## config.mk

```make
export PLATFORM = sky130hd
export DESIGN_NAME = countdown_timer_bank
export DESIGN_NICKNAME = d
export VERILOG_FILES = /design/src/rtl/countdown_pkg.sv /design/src/rtl/tick_prescaler.sv /design/src/rtl/countdown_timer_bank.sv
export SDC_FILE = /design/constraint.sdc
export NUM_CORES = 1
export LEC_CHECK = 0
export ABC_AREA = 1
export CAP_MARGIN = 20
export CELL_PAD_IN_SITES_DETAIL_PLACEMENT = 1
export CELL_PAD_IN_SITES_GLOBAL_PLACEMENT = 2
export CORE_MARGIN = 2
export CORE_UTILIZATION = 31
export CTS_CLUSTER_DIAMETER = 80
export DETAILED_ROUTE_END_ITERATION = 7
export PLACE_DENSITY_LB_ADDON = 0.1
export SLEW_MARGIN = 30
export SYNTH_ARGS = -nofsm -noshare
export SYNTH_HDL_FRONTEND = slang
export SYNTH_SLANG_ARGS = --single-unit
export TNS_END_PERCENT = 10
```

## constraint.sdc

```tcl
create_clock -name clk -period 4.3 [get_ports clk]
set_clock_uncertainty 0.1 [all_clocks]
set_input_delay 0.86 -clock clk [delete_from_list [all_inputs] [get_ports clk]]
set_output_delay 0.86 -clock clk [all_outputs]
set_load 0.02 [all_outputs]
```

## src/rtl/countdown_pkg.sv

```systemverilog
// countdown_pkg: shared constants, count type and parameter check
// for the countdown timer bank and its prescaler.
package countdown_pkg;

  localparam int W_DEF         = 7;
  localparam int N_CH_DEF      = 2;
  localparam int CYCLE_DEF     = 100_000_000;
  localparam int FORCE_VAL_DEF = 21;
  localparam int SIM_CYCLE     = 4;

  typedef logic [W_DEF-1:0] count_t;

  // True when the prescaler period is usable and the
  // force value fits in a w-bit channel.
  function automatic bit cfg_ok(int cycle, int force_val, int w);
    longint lim;
    lim = longint'(1) << w;
    return (cycle >= 1) && (force_val >= 0) &&
           (longint'(force_val) < lim);
  endfunction

endpackage

```

## src/rtl/tick_prescaler.sv

```systemverilog
// tick_prescaler: free-running 0..CYCLE-1 counter, registered 1-cycle tick.
// Ports: clk, rst (sync, active-high), tick (period CYCLE clk cycles).
module tick_prescaler
  import countdown_pkg::*;
#(
  parameter int CYCLE = SIM_CYCLE
) (
  input  logic clk,
  input  logic rst,
  output logic tick
);

  // One bit minimum so CYCLE=1 still elaborates; the
  // counter then sits at 0 and tick fires every cycle.
  localparam int CW = (CYCLE > 1) ? $clog2(CYCLE) : 1;
  localparam logic [CW-1:0] LAST = CW'(CYCLE - 1);

  logic [CW-1:0] r_cnt;
  logic          r_tick;
  logic          w_wrap;

  assign w_wrap = (r_cnt == LAST);

  always_ff @(posedge clk) begin
    if (rst) begin
      r_cnt  <= '0;
      r_tick <= 1'b0;
    end else begin
      r_tick <= w_wrap;
      r_cnt  <= w_wrap ? '0 : r_cnt + 1'b1;
    end
  end

  assign tick = r_tick;

endmodule

```

## src/rtl/countdown_timer_bank.sv

```systemverilog
// countdown_timer_bank: N_CH saturating down-counters on one shared tick.
// Ports: clk, rst (sync, active-high); per channel load/load_val/pause/
// force_en in; count/expired/done_pulse out; shared tick out.
// Build option: COUNTDOWN_AUTORELOAD_EN reloads the last loaded value
// on each tick-driven 1->0 step.
module countdown_timer_bank
  import countdown_pkg::*;
#(
  parameter int W         = W_DEF,
  parameter int N_CH      = N_CH_DEF,
  parameter int CYCLE     = CYCLE_DEF,
  parameter int FORCE_VAL = FORCE_VAL_DEF
) (
  input  logic              clk,
  input  logic              rst,
  input  logic [N_CH-1:0]   load,
  input  logic [N_CH*W-1:0] load_val,
  input  logic [N_CH-1:0]   pause,
  input  logic [N_CH-1:0]   force_en,
  output logic [N_CH*W-1:0] count,
  output logic [N_CH-1:0]   expired,
  output logic [N_CH-1:0]   done_pulse,
  output logic              tick
);

  localparam logic [W-1:0] FV  = W'(FORCE_VAL);
  localparam logic [W-1:0] ONE = W'(1);

  if (!cfg_ok(CYCLE, FORCE_VAL, W)) begin : g_bad_cfg
    $error("countdown_timer_bank: CYCLE<1 or FORCE_VAL too wide");
  end

  logic w_tick;

  tick_prescaler #(
    .CYCLE(CYCLE)
  ) u_presc (
    .clk (clk),
    .rst (rst),
    .tick(w_tick)
  );

  assign tick = w_tick;

  for (genvar i = 0; i < N_CH; i++) begin : g_ch
    logic [W-1:0] r_cnt;
    logic         r_exp;
    logic         r_done;
    logic [W-1:0] w_nxt;
    logic [W-1:0] w_zero_val;
    logic         w_done;

`ifdef COUNTDOWN_AUTORELOAD_EN
    logic [W-1:0] r_rld;

    always_ff @(posedge clk) begin
      if (rst) begin
        r_rld <= '0;
      end else if (load[i]) begin
        r_rld <= load_val[i*W +: W];
      end
    end

    assign w_zero_val = r_rld;
`else
    assign w_zero_val = '0;
`endif

    // Priority: load, force, tick-driven decrement, hold.
    always_comb begin
      w_nxt  = r_cnt;
      w_done = 1'b0;
      if (load[i]) begin
        w_nxt = load_val[i*W +: W];
      end else if (force_en[i]) begin
        w_nxt = FV;
      end else if (w_tick && !pause[i] && (r_cnt != '0)) begin
        w_done = (r_cnt == ONE);
        w_nxt  = w_done ? w_zero_val : r_cnt - ONE;
      end
    end

    // expired tracks the value being written, so it
    // lines up with count in the same cycle.
    always_ff @(posedge clk) begin
      if (rst) begin
        r_cnt  <= '0;
        r_exp  <= 1'b1;
        r_done <= 1'b0;
      end else begin
        r_cnt  <= w_nxt;
        r_exp  <= (w_nxt == '0);
        r_done <= w_done;
      end
    end

    assign count[i*W +: W] = r_cnt;
    assign expired[i]      = r_exp;
    assign done_pulse[i]   = r_done;
  end

endmodule

```

# --- Yosys cells after proc, flatten, opt, wreduce, memory -nomap -nowiden ---
# Cells that the tools add are included.
word_totals:
  memories: 0
  in_bits: 22
  romBits: 0
  latch_bits: 0
  word_cells: 37
  ff_bits: 46
  ram_bits: 0
classes:
  n_eq_ne: 3
  n_bitwise: 2
  multipliers: 0
  mux: 8
  shift: 0
  n_div: 0
  magnitude_cmp: 0
  n_addsub: 3
  reduce_logical: 13
ops:
  columns: ["operator", "n"]
  rows:
  - ["$mux W7", 8]
  - ["$add A27 B1 Y27 const B", 1]
  - ["$eq A27 B27 Y1 const B", 1]
  - ["$eq A7 B1 Y1 const B", 2]
  - ["$logic_not A7 Y1", 2]
  - ["$reduce_bool A7 Y1", 2]
  - ["$sub A7 B1 Y7 const B", 2]
  - ["$reduce_or A4 Y1", 2]
  - ["$logic_and A1 B1 Y1", 4]
  - ["$logic_not A1 Y1", 2]
  - ["$not A1 Y1", 2]
  - ["$reduce_or A2 Y1", 1]

# --- Logic depth before layout (Yosys ltp) ---
logic_depth:
  word_depth: 7
  ltp_mapped: 15
  depth_no_buf: 15

# --- Hierarchy ---
# A second synthesis with hierarchy kept.
unflattened:
  hier_cells: 428
  hier_area_um2: 2890.3
by_module_without_submodules:
  columns: ["module", "cells_per_inst", "n_inst", "area_each_um2"]
  rows:
  - ["tick_prescaler", 224, 1, 1515.2]
  - ["countdown_timer_bank", 204, 1, 1375.1]

# --- Worst setup path before layout ---
# Ideal clock, no wire load.
synth_path:
  path_type: "input -> register"
  startpoint: "in pause[1]"
  endpoint: "reg g_ch[1].r_exp"
  stages: 9
  setup_ps: 60
  arrival_time_ps: 1767
  path_buffers: 0
  required_ps: 4140
  path_slack_ps: 2373
  cell_sequence: "nor2_1 > inv_1 > nor2_2 > nand2_1 > a21boi_1 > nand2_1 > nor2_1 > nand2_1 > nand2_1"
synth_between:
  elab_chain_len: 7
synth_rtl:
  columns: ["element", "line", "rtl"]
  rows:
  - ["from (decl)", "countdown_timer_bank.sv:18", "input logic [N_CH-1:0] pause,"]
  - ["$logic_not A1 Y1", "countdown_timer_bank.sv:77", "end else if (w_tick && !pause[i] && (r_cnt != '0)) begin"]
  - ["$logic_and A1 B1 Y1 (2 in series)", "countdown_timer_bank.sv:77", null]
  - ["$mux W7", "countdown_timer_bank.sv:77", null]
  - ["$mux W7", "countdown_timer_bank.sv:75", "end else if (force_en[i]) begin"]
  - ["$mux W7", "countdown_timer_bank.sv:73", "if (load[i]) begin"]
  - ["$logic_not A7 Y1", "countdown_timer_bank.sv:92", "r_exp <= (w_nxt == '0);"]
  - ["to (signal assigned)", "countdown_timer_bank.sv:92", null]
  - ["to (decl)", "countdown_timer_bank.sv:47", "logic r_exp;"]
# No other way between the ends.
# A chain may end at the register's enable or synchronous reset.

# --- Final worst setup path ---
layout_path:
  startpoint: "in rst"
  endpoint: "reg u_presc.r_cnt[20]"
layout_between:
  elab_chain_len: 1
layout_rtl:
  columns: ["element", "line", "rtl"]
  rows:
  - ["from (decl)", "countdown_timer_bank.sv:15", "input logic rst,"]
  - ["$reduce_or A2 Y1 (no line)", null, null]
  - ["to (signal assigned)", "tick_prescaler.sv:30", "r_cnt <= w_wrap ? '0 : r_cnt + 1'b1;"]
  - ["to (decl)", "tick_prescaler.sv:18", "logic [CW-1:0] r_cnt;"]
# No other way between the ends.

==> results.sh <==
export IMPL_status="complete, no violations"
export IMPL_worstPathArrival_ns=2.62
export IMPL_h_tree_depth=2
export IMPL_holdPathStages=2
export IMPL_wl_mm=7.19
export IMPL_required_ns=4.40
export IMPL_setup_viol=0
export IMPL_cts_made_buffers=5
export IMPL_die_w_um=96.3
export IMPL_layout_commonest_cell="nand2_1"
export IMPL_io_buffers=40
export IMPL_hold_start="u_presc.r_cnt[26]"
export IMPL_crit_chain="clkdlybuf4s50_1 -> inv_1 -> nand2_2 -> a21oi_1 -> o21a_1"
export IMPL_tritoncts="done"
export IMPL_ff2ff_path_depth=9
export IMPL_drt_iter0_drc=58
export IMPL_cts_sinks=46
export IMPL_max_slew_margin_pct=58.1
export IMPL_holdBufCountCts=0
export IMPL_post_route_cells_drive_above_1_share_pct=6.53
export IMPL_synth_seq_area_share_pct=34.9
export IMPL_dr_pass1_iters=4
export IMPL_internal_power_uw=667
export IMPL_power_frac_comb_pct=14.3
export IMPL_switching_power_uw=231
export IMPL_routedWlPerCell_um=13.1
export IMPL_num_vias=2645
export IMPL_slowest_stage="clkdlybuf4s50_1"
export IMPL_synthesis_area_um2=2640
export IMPL_antenna_found_initial=0
export IMPL_cts_setup_buffers=0
export IMPL_worstSetupPathType="in -> reg"
export IMPL_path_max_fanout=27
export IMPL_clk_pin_slew_ns=0.09
export IMPL_cpPeakStageDelay_ns=0.87
export IMPL_r2r_start="u_presc.r_cnt[0]"
export IMPL_hpwl_mm=5.75
export IMPL_die_area_um2=9270
export IMPL_powerDensity_nw_per_um2=279
export IMPL_initial_core_util_pct=32.1
export IMPL_min_delay_worst_endpoint="u_presc.r_cnt[26]"
export IMPL_syn_avg_cell_area_um2=6.52
export IMPL_diodes=0
export IMPL_die_y_um=96.3
export IMPL_clock_power_share_pct=35.3
export IMPL_final_cell_mix="nand2_1, nor2_1, inv_1, dfxtp_1, clkdlybuf4s50_1"
export IMPL_fmax_mhz=397
export IMPL_cts_root_buf="clkbuf_8"
export IMPL_cts_resized_gates=0
export IMPL_ant_nets=0
export IMPL_r2r_slack_ns=2.11
export IMPL_grt_total_usage_pct=16.4
export IMPL_core_area_um2=8220
export IMPL_ys_warnings_count=0
export IMPL_cts_max_path_buffers=2
export IMPL_netlist_cell_type_count=34
export IMPL_pwr_share_seq_pct=50.4
export IMPL_grt_pass1_vias=2583
export IMPL_drc=0
export IMPL_insertion_delay_ns=0.30
export IMPL_rsz0062_at_grt="no"
export IMPL_worst_slew_pin_slew_ns=0.627
export IMPL_grt_pass1_wl_mm=12.0
export IMPL_cp_end_kind="flop"
export IMPL_netlist_instances=405
export IMPL_area_delta_synth_final_pct=22.2
export IMPL_setup_tns_ns=0
export IMPL_instances_no_fill=549
export IMPL_placementRows=33
export IMPL_cap_violations=0
export IMPL_finalHoldViolCount=0
export IMPL_grt_ovfl_total=0
export IMPL_cp_start_kind="primary input"
export IMPL_grt_max_degree=28
export IMPL_finalCritPeriodShare_pct=58.6
export IMPL_synth_seq_cells=46
export IMPL_fin_nets=472
export IMPL_io_pins=41
export IMPL_detail_route_vias_per_cell=4.82
export IMPL_numPlacedInstances=541
export IMPL_final_max_slew_viol_count=0
export IMPL_p_leak_uw=0.00128
export IMPL_hp_class="reg -> reg"
export IMPL_p_sw_share_pct=25.7
export IMPL_fin_crit_ns=2.52
export IMPL_place_congestion=0.797
export IMPL_r2r_end="u_presc.r_cnt[20]"
export IMPL_ir_drop_uv=102
export IMPL_syn_num_nets=434
layout make-up:
type / count / area, um^2
multi-input combinational: 297 / 1460
clock inverter: 3 / 40.0
timing repair buffer: 40 / 400
fill: 1090 / 4990
tap: 105 / 131
sequential: 46 / 921
clock buffer: 5 / 68.8
inverter: 53 / 199
state kept, by name, indices dropped and copies added (netlist names):
register,cells
g_ch.r_cnt,14
u_presc.tick,1
u_presc.r_cnt,27
g_ch.r_done,2
g_ch.r_exp,2
critical path: cells and delay by family:
kind | cells | cell delay, ns
compound gates | 2 | 0.20
buf+inv | 2 | 1.07
simple gates | 1 | 0.47
power groups by stage:
stage	sequential (uW)	clock [uW]	combinational [uW]
floorplan	468	0	68.2
global placement	463	0	129
detailed placement	463	0	131
CTS	453	330	131
global route	455	348	146
finish	453	317	129
worst max path at each step:
stage	slack, ns	cells after the start	from	end
floorplan	2.37	9	pause[1]	g_ch[1].r_exp
global placement	1.43	5	rst	u_presc.r_cnt[20]
detailed placement	1.41	5	rst	u_presc.r_cnt[20]
CTS	1.74	5	rst	u_presc.r_cnt[20]
global route	1.61	5	rst	u_presc.r_cnt[20]
finish	1.78	5	rst	u_presc.r_cnt[20]
synthesized netlist by cell type, drive strengths merged:
cell type	n	area (um^2)
dfxtp	46	921
nand3	36	185
nand4	10	62.6
o21a	2	15.0
nor4	5	31.3
a21oi	24	120
buf	8	51.3
o22ai	1	6.26
or2	10	62.6
a21boi	1	7.51
nand2	104	398
and3	1	7.51
nor3b	2	15.0
o21bai	1	7.51
nor3	16	91.3
inv	53	199
xor2	2	17.5
nor2	64	265
o21ai	2	10.0
xnor2	5	43.8
ha	7	87.6
nand3b	1	7.51
clkbuf	1	3.75
a211oi	2	15.0
or4	1	7.51
cells by family after synthesis:
logic type	Yosys count	synth area share (%)
and+or+nand+nor	250	43.0
AOI/OAI and AO/OA	33	6.88
xor gates and xnor gates	7	2.32
DFF	46	34.9
adders and majority gates	7	3.32
buffers and inverters	62	9.63
routing by layer:
metal | vias up | routed length [um] | GRT usage [%] | share of wire [%]
met2 | 34 | 3530 | 29.4 | 49
li1 | 1363 | - | - | -
met4 | 0 | 53 | 3.57 | 0.74
met3 | 4 | 259 | 2.66 | 3.6
met1 | 1244 | 3350 | 20.5 | 47
met5 | - | 0 | 0 | 0
through the flow:
stage | power (uW) | util, % | setup slack (ns) | hold WS [ns] | cell area, um^2
2_1_floorplan | 536 | - | 2.37 | 0.353 | 2640
4_1_cts | 915 | 39.2 | 1.74 | 0.399 | 3220
3_5_place_dp | 594 | 37.9 | 1.41 | 0.384 | 3120
3_3_place_gp | 592 | 37.9 | 1.43 | 0.368 | 3120
5_1_grt | 948 | 39.2 | 1.61 | 0.423 | 3220
6_report | 898 | 39.2 | 1.78 | 0.393 | 3220
Note: power is estimated with default switching activity, not from simulation.
